`config.mk`:
```
export PLATFORM = sky130hd
export DESIGN_NAME = product_accumulator_flat
export DESIGN_NICKNAME = d
export VERILOG_FILES = /design/src/rtl/product_accumulator_if.sv /design/src/rtl/product_accumulator.sv /design/src/flat_wrapper.sv
export SDC_FILE = /design/constraint.sdc
export NUM_CORES = 1
export LEC_CHECK = 0
export ABC_CLOCK_PERIOD_IN_PS = 3100
export CAP_MARGIN = 20
export CORE_MARGIN = 4
export CORE_UTILIZATION = 30
export DETAILED_ROUTE_END_ITERATION = 6
export DONT_BUFFER_PORTS = 1
export GPL_TIMING_DRIVEN = 1
export SLEW_MARGIN = 20
export SYNTH_ARGS = -nofsm -noshare
export SYNTH_HDL_FRONTEND = slang
export SYNTH_SLANG_ARGS = --single-unit
```
`constraint.sdc`:
```
create_clock -name clk -period 3.1 [get_ports clk]
set_clock_uncertainty 0.1 [all_clocks]
set_input_delay 0.31 -clock clk [delete_from_list [all_inputs] [get_ports clk]]
set_output_delay 0.31 -clock clk [all_outputs]
set_load 0.005 [all_outputs]
```
`src/rtl/product_accumulator_if.sv`:
```
// Handshake bundle between a product source (master) and product_accumulator (slave):
// burst start/length, product stream in, accumulated result out.
interface product_accumulator_if #(
   parameter int ACC_W = 72,
   parameter int LEN_W = 8
);
   logic             start;
   logic [LEN_W-1:0] len;
   logic [63:0]      p_in;
   logic             p_valid;
   logic             p_ready;
   logic [ACC_W-1:0] acc_out;
   logic             out_valid;
   logic             out_ready;
   logic             busy;
   logic             overflow;

   modport master (
      output start, len, p_in, p_valid, out_ready,
      input  p_ready, acc_out, out_valid, busy, overflow
   );

   modport slave (
      input  start, len, p_in, p_valid, out_ready,
      output p_ready, acc_out, out_valid, busy, overflow
   );
endinterface

```
`src/rtl/product_accumulator.sv`:
```
// Sums a programmable-length burst of 64-bit products into an ACC_W-bit accumulator.
// Optional saturating arithmetic is enabled by defining PRODUCT_ACC_SAT_EN.
module product_accumulator #(
   parameter int ACC_W = 72,
   parameter int LEN_W = 8
) (
   input logic                  clk,
   input logic                  rst_n,
   product_accumulator_if.slave bus
);

   typedef enum logic [1:0] {
      IDLE  = 2'd0,
      ACCUM = 2'd1,
      DONE  = 2'd2
   } state_t;

   state_t           state_q, state_d;
   logic [ACC_W-1:0] acc_q, acc_d;
   logic [LEN_W-1:0] rem_q, rem_d;
   logic             ovf_q, ovf_d;
   logic             out_valid_q, out_valid_d;
   logic             busy_q;
   logic [ACC_W:0]   sum;
   logic             beat;

   // Extra top bit of sum is the carry out of the accumulator.
   assign sum  = {1'b0, acc_q} + {{(ACC_W + 1 - 64){1'b0}}, bus.p_in};
   assign beat = (state_q == ACCUM) && bus.p_valid;

   always_comb begin
      // NOTE: every signal gets a default first so no path leaves it unassigned (no latch).
      state_d     = state_q;
      acc_d       = acc_q;
      rem_d       = rem_q;
      ovf_d       = ovf_q;
      out_valid_d = out_valid_q;

      unique case (state_q)
         IDLE: begin
            if (bus.start) begin
               acc_d = '0;
               ovf_d = 1'b0;
               rem_d = bus.len;
               if (bus.len == '0) begin
                  state_d     = DONE;
                  out_valid_d = 1'b1;
               end else begin
                  state_d = ACCUM;
               end
            end
         end
         ACCUM: begin
            if (beat) begin
`ifdef PRODUCT_ACC_SAT_EN
               acc_d = sum[ACC_W] ? '1 : sum[ACC_W-1:0];
`else
               acc_d = sum[ACC_W-1:0];
`endif
               ovf_d = ovf_q | sum[ACC_W];
               rem_d = rem_q - LEN_W'(1);
               if (rem_q == LEN_W'(1)) begin
                  state_d     = DONE;
                  out_valid_d = 1'b1;
               end
            end
         end
         DONE: begin
            if (bus.out_ready) begin
               state_d     = IDLE;
               out_valid_d = 1'b0;
            end
         end
         default: begin
            state_d     = IDLE;
            out_valid_d = 1'b0;
         end
      endcase
   end

   // NOTE: state registers use non-blocking assignments so all flops update together at the edge.
   always_ff @(posedge clk or negedge rst_n) begin
      if (!rst_n) begin
         state_q     <= IDLE;
         acc_q       <= '0;
         rem_q       <= '0;
         ovf_q       <= 1'b0;
         out_valid_q <= 1'b0;
         busy_q      <= 1'b0;
      end else begin
         state_q     <= state_d;
         acc_q       <= acc_d;
         rem_q       <= rem_d;
         ovf_q       <= ovf_d;
         out_valid_q <= out_valid_d;
         busy_q      <= (state_d != IDLE);
      end
   end

   assign bus.p_ready   = (state_q == ACCUM);
   assign bus.acc_out   = acc_q;
   assign bus.overflow  = ovf_q;
   assign bus.out_valid = out_valid_q;
   assign bus.busy      = busy_q;

endmodule

```
`src/flat_wrapper.sv`:
```
// flat-port wrapper written by rule: the top's interface ports become plain ports
module product_accumulator_flat 
#(
   parameter int ACC_W = 72,
   parameter int LEN_W = 8
)
  (clk, rst_n, bus_start, bus_len, bus_p_in, bus_p_valid, bus_out_ready, bus_p_ready, bus_acc_out, bus_out_valid, bus_busy, bus_overflow);
  product_accumulator_if #(.ACC_W(ACC_W), .LEN_W(LEN_W)) bus_i ();
  input logic clk;
  input logic rst_n;
  input wire logic [$bits(bus_i.start)-1:0] bus_start;
  input wire logic [$bits(bus_i.len)-1:0] bus_len;
  input wire logic [$bits(bus_i.p_in)-1:0] bus_p_in;
  input wire logic [$bits(bus_i.p_valid)-1:0] bus_p_valid;
  input wire logic [$bits(bus_i.out_ready)-1:0] bus_out_ready;
  output wire logic [$bits(bus_i.p_ready)-1:0] bus_p_ready;
  output wire logic [$bits(bus_i.acc_out)-1:0] bus_acc_out;
  output wire logic [$bits(bus_i.out_valid)-1:0] bus_out_valid;
  output wire logic [$bits(bus_i.busy)-1:0] bus_busy;
  output wire logic [$bits(bus_i.overflow)-1:0] bus_overflow;
  assign bus_i.start = bus_start;
  assign bus_i.len = bus_len;
  assign bus_i.p_in = bus_p_in;
  assign bus_i.p_valid = bus_p_valid;
  assign bus_i.out_ready = bus_out_ready;
  assign bus_p_ready = bus_i.p_ready;
  assign bus_acc_out = bus_i.acc_out;
  assign bus_out_valid = bus_i.out_valid;
  assign bus_busy = bus_i.busy;
  assign bus_overflow = bus_i.overflow;
  product_accumulator #(.ACC_W(ACC_W), .LEN_W(LEN_W)) u_core (.clk(clk), .rst_n(rst_n), .bus(bus_i));
endmodule
```
# ---- After elaboration in Yosys (flattened, before gate mapping)
# Cells that the tools add are included.
dict set report classes {
  add_sub_neg 2
  n_eq_ne 8
  mux 21
  bitwise_logic 1
  reduce_logical 7
}
# cell count
set op_table {}
lappend op_table {{$mux W72} 2}
lappend op_table {{$pmux W72 S2} 1}
lappend op_table {{$add A72 B64 Y73} 1}
lappend op_table {{$mux W8} 2}
lappend op_table {{$pmux W8 S2} 1}
lappend op_table {{$mux W2} 5}
lappend op_table {{$eq A8 B1 Y1 const B} 1}
lappend op_table {{$logic_not A8 Y1} 1}
lappend op_table {{$sub A8 B1 Y8 const B} 1}
lappend op_table {{$mux W1} 7}
lappend op_table {{$ne A2 B1 Y1 const B} 3}
lappend op_table {{$pmux W2 S3} 1}
lappend op_table {{$reduce_and A5 Y1} 1}
lappend op_table {{$ne A2 B2 Y1 const B} 2}
lappend op_table {{$reduce_bool A2 Y1} 2}
lappend op_table {{$pmux W1 S3} 1}
lappend op_table {{$reduce_and A3 Y1} 1}
lappend op_table {{$eq A2 B1 Y1 const B} 1}
lappend op_table {{$eq A2 B2 Y1 const B} 1}
lappend op_table {{$logic_not A2 Y1} 1}
lappend op_table {{$pmux W1 S2} 1}
lappend op_table {{$logic_and A1 B1 Y1} 1}
lappend op_table {{$or A1 B1 Y1} 1}
dict set report totals {
  register_bits 85
  in_bits 77
}

# ---- Logic depth before layout (Yosys ltp)
dict set report logic_depth {
  depth_word 5
  ltp_mapped 12
  depth_no_buf 12
}

# ---- Worst setup path before layout
# OpenSTA, ideal clock, no wires.
dict set report synth_path {
  kind {register to register}
  startpoint {reg u_core.acc_q[1], in the netlist u_core.bus.acc_out[1]}
  endpoint {reg u_core.acc_q[49], in the netlist u_core.bus.acc_out[49]}
  t_arrival_ns 2.743
  t_required_ns 2.873
  setup_slack_ns 0.130
  stages_incl_launch_ff 12
  path_buffers 0
  period_less_slack_ns 2.970
  path_cell_list {dfrtp_1 ha_1 a211oi_1 o211ai_4 a31oi_2 a2111o_1 a21oi_2 or2_2 a21boi_1 o21ai_1 mux2i_1 or2_2}
}
dict set report synth_via {
  elab_chain_len 3
}
# item line_no
set synth_lines {}
lappend synth_lines {{start, declared} product_accumulator.sv:19} ;# logic [ACC_W-1:0] acc_q, acc_d;
lappend synth_lines {{start signal, assigned} product_accumulator.sv:85} ;# acc_q <= '0;
lappend synth_lines {{start signal, assigned} product_accumulator.sv:92} ;# acc_q <= acc_d;
lappend synth_lines {{$add A72 B64 Y73} product_accumulator.sv:28} ;# assign sum = {1'b0, acc_q} + {{(ACC_W + 1 - 64){1'b0}}, bus.p_in};
lappend synth_lines {{$mux W72} product_accumulator.sv:54} ;# if (beat) begin
lappend synth_lines {{$pmux W72 S2} product_accumulator.sv:39} ;# unique case (state_q)
# No other way between the ends. The select of a mux whose other input is x is not followed.
# A chain may end at the register's enable or synchronous reset.

# ---- Worst setup path after layout
dict set report layout_path {
  startpoint {reg u_core.acc_q[10], in the netlist u_core.bus.acc_out[10]}
  endpoint {reg u_core.acc_q[71], in the netlist u_core.bus.acc_out[71]}
}
# The elaborated chain is that of the path after synthesis.

==> impl_metrics.csv <==
group,metric,value,unit
outcome,status,"complete, no violations",
grt,antenna_found_initial,0,
detailed_routing,ant_nets,0,
yosys,synth_top_cell_by_area,"dfrtp_1",
grt,gr-usage-all-layers,0.178,
detailed_routing,vias,7122,
yosys,synth.top_cell.area_share,0.294,
sta,tightestPinTransition,0.520,ns
placed_design,place_ws,-0.351,ns
grt,grt_max_degree,86,
clocking,ctsRootBufferMaster,"clkbuf_16",
floorplanning,rows,56,
clocking,cts_htree_levels,3,
power_and_ir_drop,seq_power_share,0.200,
critical_path,cp_max_fo,4,
clocking,tritoncts,"done",
critical_path,slowest_delay,0.46,ns
power_and_ir_drop,p_comb_frac,0.679,
floorplanning,dieArea,0.0267,mm2
final_layout,layout.nets,1167,
floorplanning,io-pin-count,153,
sta,drv_slew,0,
placed_design,portBuffers,0,
clocking,insertion_delay,0.36,ns
floorplanning,fp.dieH,163,um
power_and_ir_drop,swShare,0.460,
placed_design,place_congestion,0.883,
clocking,cts-buffers-inserted,9,
clocking,clock-sinks,85,
sta,period_share,0.985,
sta,maxSlewHeadroom,0.654,
power_and_ir_drop,vdd_ir_drop_max,0.000348,V
power_and_ir_drop,p_sw,0.00471,W
critical_path,endpoint_kind,"register",
final_layout,diodes,0,
yosys,postSynthCellCount,913,
yosys,synth_edf_count,0,
critical_path,startpoint,"u_core.bus.acc_out[10]$_DFFE_PN0P_",
critical_path,critPathSlowestCell,"a2111o_1",
final_layout,drive_gt1_frac,0.233,
power_and_ir_drop,pwr-share-clk,0.121,
yosys,yosysSeqAreaShare,0.294,
yosys,synthArstFlopShare,1.00,
sta,final.setup.tns,0,ns
final_layout,syn_to_final_growth,28.9,%
power_and_ir_drop,p_per_area,1100,mW/mm2
critical_path,critical_path_class,"reg2reg",
sta,setup_slack,0.0459,ns
placed_design,dp_hpwl,18700,um
power_and_ir_drop,p_int,0.00553,W
grt,gr-total-overflow,0,
detailed_routing,drt-wirelength-per-cell,17.8,um
floorplanning,initial_utilization,0.307,
yosys,post_synth.cell_area_avg,7.94,um2
sta,worst_hold_slack,0.0441,ns
final_layout,final_cells,1347,
grt,grt_pass1_wl,37900,um
sta,hold_violations,0,
yosys,synth_seq_cells,85,
floorplanning,core_area,0.0236,mm2
final_layout,layout_commonest_cell,"nand2_1",
critical_path,cp_top_family,"compound AO/OA/AOI/OAI gates",
power_and_ir_drop,leakagePower,4.02,nW
critical_path,r2r_start,"u_core.bus.acc_out[10]$_DFFE_PN0P_",
critical_path,crit_required,3.29,ns
placed_design,placed_area,0.00845,mm2
detailed_routing,dr.pass1.iters,5,
final_layout,layout_common_cells,"137 x nand2_1, 130 x buf_4, 99 x o21ai_0",
critical_path,worst-path-buf-inv,0,
clocking,cts_buffer_depth,2,
placed_design,placed_cells,1320,
detailed_routing,drt-initial-drc-count,362,
worst_hold_path,hp-class,"in2reg",
worst_hold_path,hp-start,"bus_len[3]",
yosys,syn-num-nets,1057,
yosys,yosysWarnings,0,
final_layout,fillCellCount,2398,
flow_run,drv_cap,0,
critical_path,crit_chain,"ha_4, nand3_4, o221ai_4, a31oi_4, a2111o_1, a21oi_2, o211ai_2, a21oi_2, o221ai_4, or3_1, a21oi_1",
grt,grt_pass1_vias,7086,
critical_path,arrival,3.25,ns
sta,post-route-min-period,3.05,ns
yosys,syn_area,0.00725,mm2
floorplanning,die_x,163,um
clocking,clk_pin_slew_worst_paths,0.07,ns
yosys,synthTopCellsByArea,"dfrtp_1 29%, ha_1 11%, nand2_1 7.2%, o21ai_0 7.2%, a21oi_1 6.4%",
detailed_routing,totalWireLength,24000,um
sta,rsz0062_at_grt,"yes",
final_layout,finalInstanceArea,0.00934,mm2
sta,setup_viol,0,
detailed_routing,drc,0,
sta,fmax,327,MHz
detailed_routing,via_per_inst,5.29,
critical_path,critPathLaunchType,"register",
yosys,yosys.cell_types.count,71,
yosys,ys.flop_type,"dfrtp_1",
[metal layers]
metal | GRT usage | vias to the layer above | routed length (um)
li1 | - | 3560 | -
met1 | 0.227 | 3359 | 10500
met2 | 0.294 | 169 | 11500
met3 | 0.0384 | 34 | 1380
met4 | 0.0667 | 0 | 673
met5 | 0 | - | 0
[timing repair]
item,4_1_cts,5_1_grt
hold buffers,3,0
resized for setup,23,68
setup endpoints to repair,25,30
endpoints found under the hold margin,86,0
pin swaps,11,40
setup buffers,3,6
[stage by stage]
step / utilization / power, W
floorplan: - / 0.00607
global placement: 0.358 / 0.00834
detailed placement: 0.358 / 0.00840
CTS: 0.380 / 0.00987
global route: 0.396 / 0.0112
finish: 0.396 / 0.0102
[final timing paths]
| kind | to | depth (start not counted) | slack [ns] |
|---|---|---|---|
| setup reg to reg | u_core.bus.acc_out[71]$_DFFE_PN0P_ | 11 | 0.05 |
| min in group asynchronous | u_core.rem_q[5]$_DFFE_PN0P_ | 2 | 0.39 |
| max in group asynchronous | u_core.bus.acc_out[41]$_DFFE_PN0P_ | 2 | 2.05 |
| setup / recovery | u_core.bus.acc_out[71]$_DFFE_PN0P_ | 11 | 0.05 |
| hold / removal | u_core.rem_q[3]$_DFFE_PN0P_ | 2 | 0.04 |
| hold reg to reg | u_core.rem_q[7]$_DFFE_PN0P_ | 2 | 0.42 |
[synth_stat cells (7+ instances only)]
library cell,n
o21bai_1,13
a21oi_1,92
o211ai_1,8
nand3_1,17
o21a_1,8
ha_1,66
inv_1,23
dfrtp_1,85
nand4_1,24
xnor2_1,36
clkbuf_1,31
a31oi_1,8
nor4_1,8
nand2b_1,7
a21o_1,28
nand2_1,139
nor2_1,64
o21ai_0,104
xor2_1,23
o31ai_1,8
nor3b_1,7
nor3_1,16
[sequential cells by signal (all words and copies together) (netlist names)]
| name | flops |
|---|---|
| u_core.bus.acc_out | 72 |
| u_core.bus.busy | 1 |
| u_core.bus.out_valid | 1 |
| u_core.bus.overflow | 1 |
| u_core.rem_q | 8 |
| u_core.state_q | 2 |
[area by class of cell]
class | count | area [um2] | share of cell area
timing repair buffer | 137 | 1080 | 0.115
sequential | 85 | 2130 | 0.228
tap | 319 | 399 | 0.0427
inverter | 24 | 90.1 | 0.00965
clock inverter | 6 | 86.3 | 0.00924
clock buffer | 10 | 239 | 0.0256
multi-input combinational | 766 | 5320 | 0.570
[kinds of logic after synthesis]
family | synth area share
buffers and inverters | 0.0356
adder cells (fa/ha/maj) | 0.117
AND/OR/NAND/NOR | 0.195
flip-flops | 0.294
XOR/XNOR | 0.0713
multiplexers | 0.00691
AO/OA/AOI/OAI | 0.281
[power by group through the flow]
stage	registers [W]	clock network [W]	logic, W
2_1_floorplan	0.00203	0	0.00405
3_3_place_gp	0.00202	0	0.00632
3_5_place_dp	0.00203	0	0.00637
4_1_cts	0.00203	0.00127	0.00657
5_1_grt	0.00213	0.00132	0.00771
6_report	0.00205	0.00124	0.00695
(Power assumes the default switching activity.)
